`src/rtl/cpu_edu_pkg.sv`:
```
// Shared constants and command payload for the register-file arbiter slice.
package cpu_edu_pkg;

  localparam int unsigned DATA_W  = 8;
  localparam int unsigned ADDR_W  = 4;
  localparam int unsigned REQ_CPU = 0;
  localparam int unsigned REQ_DBG = 1;

  typedef struct packed {
    logic              we;
    logic [ADDR_W-1:0] addr;
    logic [DATA_W-1:0] wdata;
  } req_cmd_t;

endpackage

```
`src/rtl/regfile_arbiter_if.sv`:
```
// Requester handshake plus register-file port bundle around regfile_arbiter.
interface regfile_arbiter_if;
  import cpu_edu_pkg::*;

  logic              req0, req1;
  logic              we0, we1;
  logic [ADDR_W-1:0] addr0, addr1;
  logic [DATA_W-1:0] wdata0, wdata1;
  logic              lock0, lock1;
  logic              gnt0, gnt1;
  logic              rvalid0, rvalid1;
  logic [DATA_W-1:0] rdata;
  logic [ADDR_W-1:0] rf_regname1, rf_regname2;
  logic [DATA_W-1:0] rf_in;
  logic              rf_rw;
  logic [DATA_W-1:0] rf_out1;

  // Arbiter side
  modport slave (
    input  req0, req1, we0, we1, addr0, addr1, wdata0, wdata1, lock0, lock1,
    input  rf_out1,
    output gnt0, gnt1, rvalid0, rvalid1, rdata,
    output rf_regname1, rf_regname2, rf_in, rf_rw
  );

  // Requesters plus register file side
  modport master (
    output req0, req1, we0, we1, addr0, addr1, wdata0, wdata1, lock0, lock1,
    output rf_out1,
    input  gnt0, gnt1, rvalid0, rvalid1, rdata,
    input  rf_regname1, rf_regname2, rf_in, rf_rw
  );

endinterface

```
`src/rtl/rr_pick2.sv`:
```
// Combinational 2-way round-robin selector with an optional sticky owner.
module rr_pick2 (
  input  logic [1:0] req,
  input  logic       rr_ptr,
  input  logic       owner,
  input  logic       owner_valid,
  output logic [1:0] gnt
);

  always_comb begin
    gnt = 2'b00;
    if (owner_valid && req[owner]) begin
      gnt[owner] = 1'b1;
    end else if (&req) begin
      gnt[rr_ptr] = 1'b1;
    end else begin
      gnt = req;
    end
  end

endmodule

```
`src/rtl/regfile_arbiter.sv`:
```
// Round-robin arbiter sharing one 16x8 register file between CPU and debug port.
// Optional grant locking with a hold limit is enabled by defining ARB_LOCK_EN.
module regfile_arbiter
  import cpu_edu_pkg::*;
#(
  parameter int unsigned MAX_HOLD = 8
) (
  input logic             clk,
  input logic             rst,
  regfile_arbiter_if.slave bus
);

  logic [1:0]        req_c;
  logic [1:0]        pick_gnt_c;
  logic [1:0]        gnt_c;
  logic [1:0]        xfer_c;
  logic              any_c;
  logic              win_c;
  logic              pick_owner_c;
  logic              pick_owner_valid_c;
  logic              rr_ptr;
  logic [1:0]        rvalid_q;
  logic [ADDR_W-1:0] addr_q;
  logic [DATA_W-1:0] wdata_q;
  req_cmd_t          cmd_c [2];
  req_cmd_t          sel_c;

  assign req_c = {bus.req1, bus.req0};

  always_comb begin
    cmd_c[0] = '{we: bus.we0, addr: bus.addr0, wdata: bus.wdata0};
    cmd_c[1] = '{we: bus.we1, addr: bus.addr1, wdata: bus.wdata1};
  end

  rr_pick2 u_pick (
    .req         (req_c),
    .rr_ptr      (rr_ptr),
    .owner       (pick_owner_c),
    .owner_valid (pick_owner_valid_c),
    .gnt         (pick_gnt_c)
  );

  // Reset forces an idle port so nothing reaches the register file
  assign gnt_c  = rst ? 2'b00 : pick_gnt_c;
  assign xfer_c = gnt_c & req_c;
  assign any_c  = |xfer_c;
  assign win_c  = xfer_c[1];
  assign sel_c  = cmd_c[win_c];

  assign bus.gnt0        = gnt_c[0];
  assign bus.gnt1        = gnt_c[1];
  assign bus.rf_regname1 = any_c ? sel_c.addr : addr_q;
  assign bus.rf_regname2 = bus.rf_regname1;
  assign bus.rf_in       = any_c ? sel_c.wdata : wdata_q;
  assign bus.rf_rw       = any_c & sel_c.we;

  // A reset arriving while read data is due cancels it immediately
  assign bus.rvalid0 = rvalid_q[0] & ~rst;
  assign bus.rvalid1 = rvalid_q[1] & ~rst;
  assign bus.rdata   = bus.rf_out1;

  always_ff @(posedge clk) begin
    if (rst) begin
      rr_ptr   <= 1'b0;
      rvalid_q <= 2'b00;
      addr_q   <= '0;
      wdata_q  <= '0;
    end else begin
      rvalid_q <= xfer_c & {2{~sel_c.we}};
      if (any_c) begin
        rr_ptr  <= ~win_c;
        addr_q  <= sel_c.addr;
        wdata_q <= sel_c.wdata;
      end
    end
  end

`ifdef ARB_LOCK_EN
  localparam int unsigned CNT_W = $clog2(MAX_HOLD + 1);

  logic [1:0]       lock_c;
  logic             lock_valid;
  logic             lock_owner;
  logic [CNT_W-1:0] hold_cnt;
  logic             held_c;
  logic             expired_c;

  assign lock_c    = {bus.lock1, bus.lock0};
  assign held_c    = lock_valid && lock_c[lock_owner] && req_c[lock_owner];
  assign expired_c = lock_valid && (hold_cnt >= CNT_W'(MAX_HOLD));

  // On expiry the other requester gets one turn of forced priority
  assign pick_owner_c       = expired_c ? ~lock_owner : lock_owner;
  assign pick_owner_valid_c = expired_c | held_c;

  always_ff @(posedge clk) begin
    if (rst) begin
      lock_valid <= 1'b0;
      lock_owner <= 1'b0;
      hold_cnt   <= '0;
    end else if (expired_c) begin
      lock_valid <= 1'b0;
      hold_cnt   <= '0;
    end else if (any_c && lock_c[win_c]) begin
      if (held_c && (lock_owner == win_c)) begin
        hold_cnt <= hold_cnt + CNT_W'(1);
      end else begin
        lock_owner <= win_c;
        lock_valid <= 1'b1;
        hold_cnt   <= CNT_W'(1);
      end
    end else if (lock_valid) begin
      lock_valid <= 1'b0;
      hold_cnt   <= '0;
    end
  end
`else
  logic unused_lock;

  assign pick_owner_c       = 1'b0;
  assign pick_owner_valid_c = 1'b0;
  assign unused_lock        = ^{bus.lock0, bus.lock1, 32'(MAX_HOLD)};
`endif

endmodule

```
`src/flat_wrapper.sv`:
```
// flat-port wrapper written by rule: the top's interface ports become plain ports
module regfile_arbiter_flat import cpu_edu_pkg::*;
#(
  parameter int unsigned MAX_HOLD = 8
)
  (clk, rst, bus_req0, bus_req1, bus_we0, bus_we1, bus_addr0, bus_addr1, bus_wdata0, bus_wdata1, bus_lock0, bus_lock1, bus_rf_out1, bus_gnt0, bus_gnt1, bus_rvalid0, bus_rvalid1, bus_rdata, bus_rf_regname1, bus_rf_regname2, bus_rf_in, bus_rf_rw);
  regfile_arbiter_if bus_i ();
  input logic clk;
  input logic rst;
  input wire logic [$bits(bus_i.req0)-1:0] bus_req0;
  input wire logic [$bits(bus_i.req1)-1:0] bus_req1;
  input wire logic [$bits(bus_i.we0)-1:0] bus_we0;
  input wire logic [$bits(bus_i.we1)-1:0] bus_we1;
  input wire logic [$bits(bus_i.addr0)-1:0] bus_addr0;
  input wire logic [$bits(bus_i.addr1)-1:0] bus_addr1;
  input wire logic [$bits(bus_i.wdata0)-1:0] bus_wdata0;
  input wire logic [$bits(bus_i.wdata1)-1:0] bus_wdata1;
  input wire logic [$bits(bus_i.lock0)-1:0] bus_lock0;
  input wire logic [$bits(bus_i.lock1)-1:0] bus_lock1;
  input wire logic [$bits(bus_i.rf_out1)-1:0] bus_rf_out1;
  output wire logic [$bits(bus_i.gnt0)-1:0] bus_gnt0;
  output wire logic [$bits(bus_i.gnt1)-1:0] bus_gnt1;
  output wire logic [$bits(bus_i.rvalid0)-1:0] bus_rvalid0;
  output wire logic [$bits(bus_i.rvalid1)-1:0] bus_rvalid1;
  output wire logic [$bits(bus_i.rdata)-1:0] bus_rdata;
  output wire logic [$bits(bus_i.rf_regname1)-1:0] bus_rf_regname1;
  output wire logic [$bits(bus_i.rf_regname2)-1:0] bus_rf_regname2;
  output wire logic [$bits(bus_i.rf_in)-1:0] bus_rf_in;
  output wire logic [$bits(bus_i.rf_rw)-1:0] bus_rf_rw;
  assign bus_i.req0 = bus_req0;
  assign bus_i.req1 = bus_req1;
  assign bus_i.we0 = bus_we0;
  assign bus_i.we1 = bus_we1;
  assign bus_i.addr0 = bus_addr0;
  assign bus_i.addr1 = bus_addr1;
  assign bus_i.wdata0 = bus_wdata0;
  assign bus_i.wdata1 = bus_wdata1;
  assign bus_i.lock0 = bus_lock0;
  assign bus_i.lock1 = bus_lock1;
  assign bus_i.rf_out1 = bus_rf_out1;
  assign bus_gnt0 = bus_i.gnt0;
  assign bus_gnt1 = bus_i.gnt1;
  assign bus_rvalid0 = bus_i.rvalid0;
  assign bus_rvalid1 = bus_i.rvalid1;
  assign bus_rdata = bus_i.rdata;
  assign bus_rf_regname1 = bus_i.rf_regname1;
  assign bus_rf_regname2 = bus_i.rf_regname2;
  assign bus_rf_in = bus_i.rf_in;
  assign bus_rf_rw = bus_i.rf_rw;
  regfile_arbiter #(.MAX_HOLD(MAX_HOLD)) u_core (.clk(clk), .rst(rst), .bus(bus_i));
endmodule
```
`config.mk`:
```
export PLATFORM = sky130hd
export DESIGN_NAME = regfile_arbiter_flat
export DESIGN_NICKNAME = d
export VERILOG_FILES = /design/src/rtl/cpu_edu_pkg.sv /design/src/rtl/regfile_arbiter_if.sv /design/src/rtl/rr_pick2.sv /design/src/rtl/regfile_arbiter.sv /design/src/flat_wrapper.sv
export SDC_FILE = /design/constraint.sdc
export NUM_CORES = 1
export LEC_CHECK = 0
export CAP_MARGIN = 20
export CORE_ASPECT_RATIO = 1.2
export CORE_MARGIN = 2
export CORE_UTILIZATION = 65
export DETAILED_ROUTE_END_ITERATION = 16
export DONT_BUFFER_PORTS = 1
export PLACE_DENSITY = 0.81
export SLEW_MARGIN = 20
export SYNTH_ARGS = -nofsm -noshare
export SYNTH_HDL_FRONTEND = slang
export SYNTH_HIERARCHICAL = 1
export SYNTH_SLANG_ARGS = --single-unit
```
`constraint.sdc`:
```
create_clock -name clk -period 4 [get_ports clk]
set_input_delay 0.8 -clock clk [delete_from_list [all_inputs] [get_ports clk]]
set_output_delay 0.8 -clock clk [all_outputs]
set_load 0.05 [all_outputs]
```
[Word-level counts from Yosys, hierarchy flattened]
Cells that the tools add are included.
Storage, ports and cells
  word-level logic and storage cells: 28
  output and inout port bits: 29
  bits in registers: 15
  input port bits: 40
Operators by class
  mux-type cells: 9
  reduce and logical (&&, ||, !) cells: 3
  bitwise operators: 9
  order comparisons: 3
Operators with widths (count)
  two-way mux 13 bit: 3
  two-way mux 8 bit: 1
  bitwise AND 2 bit: 2
  two-way mux 2 bit: 2
  two-way mux 4 bit: 1
  bitwise AND 1 bit: 3
  inverter 1 bit: 3
  >= comparator 2 bit, second input constant: 1
  < comparator 1 x 2 -> 1 bit, second input constant: 1
  inverter 1 -> 2 bit: 1
  AND reduction 2 bit: 1
  OR reduction 2 bit: 1
  demux 1 bit (select 1 bit): 1
  >= comparator 1 bit, second input constant: 1
  logical AND 1 bit: 1
  two-way mux 1 bit: 1

[Longest topological paths before layout]
  depth in word-level cells: 13
  mapped depth: 8
  depth with buffers taken out: 5

[Cells and area by module]
Netlist, hierarchy kept.
Modules (own cells, without submodules)
  regfile_arbiter: instances 1, cells an instance 141, sequential area each 300.3 µm², area an instance 1188.6 µm²
  rr_pick2: instances 1, cells an instance 4, sequential area each 0.0 µm², area an instance 31.3 µm²

[Worst setup path before layout]
Ideal clock, no wire load.
  kind: input-to-output
  start point: input port bus_req0
  end point: output port bus_rf_regname2[0]
  path slack: 0.917 ns
  arrival: 2.283 ns
  data required time: 3.200 ns
  stages: 7
  buffers on the path: 2
  path through: inv_1 -> o21a_1 -> clkbuf_2 -> and3b_1 -> a31oi_1 -> o22a_1 -> buf_4
On the way
  longest elaborated chain between the ends: 9
  elaborated cells on any way between the ends: 10
  classes of those cells: mux (6); bitwise (2); reduce/logical (2)
Ends and longest elaborated chain
  start: declaration: RTL line flat_wrapper.sv:10  | input wire logic [$bits(bus_i.req0)-1:0] bus_req0;
  AND reduction 2 bit *: RTL line rr_pick2.sv:14  | end else if (&req) begin
  two-way mux 2 bit *: RTL line rr_pick2.sv:14
  named net u_core.pick_gnt_c[1]: RTL line regfile_arbiter.sv:14  | logic [1:0] pick_gnt_c;
  two-way mux 2 bit *: RTL line regfile_arbiter.sv:44  | assign gnt_c = rst ? 2'b00 : pick_gnt_c;
  bitwise AND 2 bit *: RTL line regfile_arbiter.sv:45  | assign xfer_c = gnt_c & req_c;
  inverter 1 -> 2 bit (not written as such): RTL line regfile_arbiter.sv:48  | assign sel_c = cmd_c[win_c];
  two-way mux 13 bit (not written as such) (3 in a row): RTL line regfile_arbiter.sv:48
  two-way mux 4 bit *
  end: declaration: RTL line flat_wrapper.sv:27  | output wire logic [$bits(bus_i.rf_regname2)-1:0] bus_rf_regname2;
Mark *: on every way through the listed nets, which the timed path passes. The rest lies on a longest branch. The select of a mux whose other input is x is not followed.

[Final worst setup path]
  start point: input port bus_req0
  end point: output port bus_rf_in[3]
On the way
  longest elaborated chain between the ends: 9
  elaborated cells on any way between the ends: 10
  classes of those cells: mux (6); bitwise (2); reduce/logical (2)
Ends and longest elaborated chain
  AND reduction 2 bit *: RTL line rr_pick2.sv:14
  two-way mux 2 bit *: RTL line rr_pick2.sv:14
  named net u_core.pick_gnt_c[1]: RTL line regfile_arbiter.sv:14
  two-way mux 2 bit *: RTL line regfile_arbiter.sv:44
  bitwise AND 2 bit *: RTL line regfile_arbiter.sv:45
  inverter 1 -> 2 bit (not written as such): RTL line regfile_arbiter.sv:48
  two-way mux 13 bit (not written as such) (3 in a row): RTL line regfile_arbiter.sv:48
  two-way mux 8 bit *
  end: declaration: RTL line flat_wrapper.sv:28  | output wire logic [$bits(bus_i.rf_in)-1:0] bus_rf_in;
Marks and branches as above.

==> impl_metrics.ini <==
[pwr]
power.internal_uw = 244
netSwitchingPower_uw = 172
irDropWorstVdd_uv = 182
pwr-share-comb = 0.393
totalPowerFinal_uw = 416
leakage_uw = 0.000490
p_sw_frac = 0.414
power_frac_seq = 0.399
share_clk_of_total_power = 0.208
power_density_nw_per_um2 = 360

[floorplan]
die_area_um2 = 2240
core_area_um2 = 1810
initial_utilization = 0.675
dieHeight_um = 51.5
boundaryPins = 69
number_of_rows_created_at_floorplan = 17
die_w_um = 43.5

[clock_tree]
ctsHtreeMaxLevel = 1
count_of_instances_resized_after_the_clock_tree_is_built = 0
clk_transition_reported_paths_ns = 0.08
cts_inserted_buffers = 3
clk_path_buf_depth = 2
cts.repair_timing.setup_buffer_count = 0
clock_sinks = 15
clkLatencyLatePin_ns = 0.28
cts_hold_repair.buffers = 0
cts_tree = yes
library_cell_used_as_clock_root_buffer = sky130_fd_sc_hd__clkbuf_4

[synthesis]
synth-seq-area-share = 0.246
synth_top_cells_by_area = sky130_fd_sc_hd__dfxtp_1 25%, sky130_fd_sc_hd__a311oi_2 15%, sky130_fd_sc_hd__and3b_1 8.6%
ys_seq_elements = 15
yosys.area_share.adder = 0
synth.mux.area_fraction = 0.0123
async_reset_ff_frac = 0
synth.cell_area_um2 = 1220
synth-simple-area-share = 0.225
main_combinational_cell_family_by_area_after_synthesis = compound AO/OA/AOI/OAI gates
post_synth_inst_count = 145
synth_flop_cell = sky130_fd_sc_hd__dfxtp_1
synth_compound_gate_area_share = 0.327
syn_avg_cell_area_um2 = 8.41
synth_warnings = 6
synth.top_cell.area_share = 0.246
xor_and_xnor_area_share_after_synthesis = 0
number_of_enable_flip_flop_cells_after_synthesis = 0
synth_top_cell_by_area = sky130_fd_sc_hd__dfxtp_1
yosysUniqueCellTypes = 23

[detailed_routing]
route.met2.wl_mm = 1.27
drt_first_iter_violations = 5
dr.pass1.iters = 4
route.detailed.wl_per_inst_um = 17.1
total_wire_length_after_detailed_routing_mm = 2.62
wl_met3_um = 196
detail_route.drc_violations = 0
wl_met1_mm = 1.11
drtAntennaViolNets = 0
route.vias.total = 1010
routed_via_count_divided_by_cell_count = 6.60
topRoutingLayerUsed = met4

[layout]
antenna_cells_inserted = 0
drive_gt1_frac = 0.194
nets = 175
synthToLayoutAreaGrowth_pct = -5.33

[worst_hold_path]
min_path_type = reg2reg

[global_route]
wire_length_of_the_first_global_routing_pass_mm = 4.04
number_of_global_route_vias_before_repair = 935
gr-total-overflow = 0
grt_start_max_net_pins = 33
grt.total_usage = 0.241
antenna_found_initial = 0

[setup_path]
criticalPathCategory = in2out
crit_path_max_incr_delay_ns = 0.47
cells_traversed_along_the_worst_timing_path = inv_1 -> o21a_1 -> nand2_2 -> buf_4 -> a31oi_1 -> o22a_1
cp_data_required_time_ns = 3.20
critical-path-slowest-cell = sky130_fd_sc_hd__o22a_1
worst_ep_arrival_time_ns = 2.62
crit_fanout = 17
setup.worst_path.end_class = output pin
cp-start-kind = input port

[sta]
finalSetupViolCount = 0
finalHoldViolCount = 0
worstMarginPinSlew_ns = 1.04
max_slew_margin = 0.303
rsz0062_at_grt = false
max_clock_freq_ghz = 0.293
period_share = 0.854
slew_viol_final = 0
setup_tns_ns = 0
clock_skew_ns = 0.00331
final.min_clock_period_ns = 3.42

[place]
portBuffers = 0
hpwl_mm = 1.77
place.gp.congestion = 0.648

[outcome]
run_status = completed

[flow_run]
maximum_capacitance_violations = 0
-- critical path: cells and delay by family --
| family | cells | cell delay [ns] |
|---|---|---|
| compound gates | 3 | 1.12 |
| buf+inv | 2 | 0.36 |
| simple gates | 1 | 0.33 |
-- layout make-up --
type                       instances  area (um^2)
multi-input combinational         94          696
sequential                        15          300
fill                             161          653
clock buffer                       4         26.3
timing repair buffer               8         60.1
tap                               19         23.8
inverter                          13         48.8
-- Yosys cell counts, types with 2 or more instances --
| cell | number |
|---|---|
| sky130_fd_sc_hd__inv_1 | 13 |
| sky130_fd_sc_hd__buf_4 | 12 |
| sky130_fd_sc_hd__and3b_1 | 12 |
| sky130_fd_sc_hd__and2_1 | 2 |
| sky130_fd_sc_hd__a21oi_1 | 3 |
| sky130_fd_sc_hd__nor3_1 | 2 |
| sky130_fd_sc_hd__dfxtp_1 | 15 |
| sky130_fd_sc_hd__buf_2 | 4 |
| sky130_fd_sc_hd__nand2_1 | 27 |
| sky130_fd_sc_hd__clkbuf_1 | 2 |
| sky130_fd_sc_hd__o22a_1 | 12 |
| sky130_fd_sc_hd__buf_6 | 5 |
| sky130_fd_sc_hd__nor2b_1 | 4 |
| sky130_fd_sc_hd__a311oi_2 | 12 |
| sky130_fd_sc_hd__a31oi_1 | 12 |
-- power by group through the flow --
stage          clock, uW  sequential (uW)  combinational, uW
2_1_floorplan          0              167                184
3_3_place_gp           0              168                161
3_5_place_dp           0              169                163
4_1_cts             87.8              166                164
5_1_grt             95.9              167                172
6_report            86.6              166                164
-- cell usage in the layout, fill, tap and decap left out --
master and count:
sky130_fd_sc_hd__o22a_1 12, sky130_fd_sc_hd__buf_4 8, sky130_fd_sc_hd__conb_1 2, sky130_fd_sc_hd__nor3_1 2
sky130_fd_sc_hd__nand2_2 1, sky130_fd_sc_hd__o21a_1 1, sky130_fd_sc_hd__mux2_4 1, sky130_fd_sc_hd__nand2_1 27
sky130_fd_sc_hd__inv_1 13, sky130_fd_sc_hd__nand3_1 1, sky130_fd_sc_hd__clkbuf_4 3, sky130_fd_sc_hd__and3b_1 12
sky130_fd_sc_hd__nor2b_1 4, sky130_fd_sc_hd__a311oi_2 12, sky130_fd_sc_hd__clkbuf_1 1, sky130_fd_sc_hd__a21oi_4 1
sky130_fd_sc_hd__and4_1 1, sky130_fd_sc_hd__a31oi_1 12, sky130_fd_sc_hd__a21oi_1 3, sky130_fd_sc_hd__dfxtp_1 15
sky130_fd_sc_hd__and2_1 2
-- state kept, by name, summed over array words and instances (netlist names) --
name	flops
u_core/rvalid_q	2
u_core/addr_q	4
u_core/rr_ptr	1
u_core/wdata_q	8
-- routing by layer --
layer | vias to the layer above | GRT usage
met5 | - | 0
met1 | 480 | 0.252
met3 | 5 | 0.0530
li1 | 486 | -
met4 | 0 | 0.0960
met2 | 39 | 0.449
-- final timing paths --
check	startpoint	end	slack (ns)	cells after the start
worst min register to register	u_core/addr_q[0]	u_core/addr_q[0]	0.51	2
worst min-delay path	u_core/addr_q[0]	u_core/addr_q[0]	0.51	2
worst max register to register	u_core/rr_ptr	u_core/rr_ptr	1.97	5
worst max-delay path	bus_req0	bus_rf_in[3]	0.58	6
-- through the flow --
step,cells,area [um^2],hold slack [ns],util,setup WS [ns]
finish,153,1150,0.508,0.639,0.584
global route,153,1150,0.536,0.639,0.434
CTS,153,1150,0.510,0.639,0.623
detailed placement,149,1130,0.494,0.624,0.621
global placement,149,1130,0.488,0.624,0.682
floorplan,146,1220,0.483,-,0.917
-- kinds of logic (layout without fill, tap and decap cells) --
kind of cell	Yosys count	count (layout)
flip-flops	15	15
other	1	2
AND/OR/NAND/NOR	50	50
buffers and inverters	37	25
multiplexers	1	1
AO/OA/AOI/OAI	41	41
No activity file was read; power rests on OpenSTA's default activity.
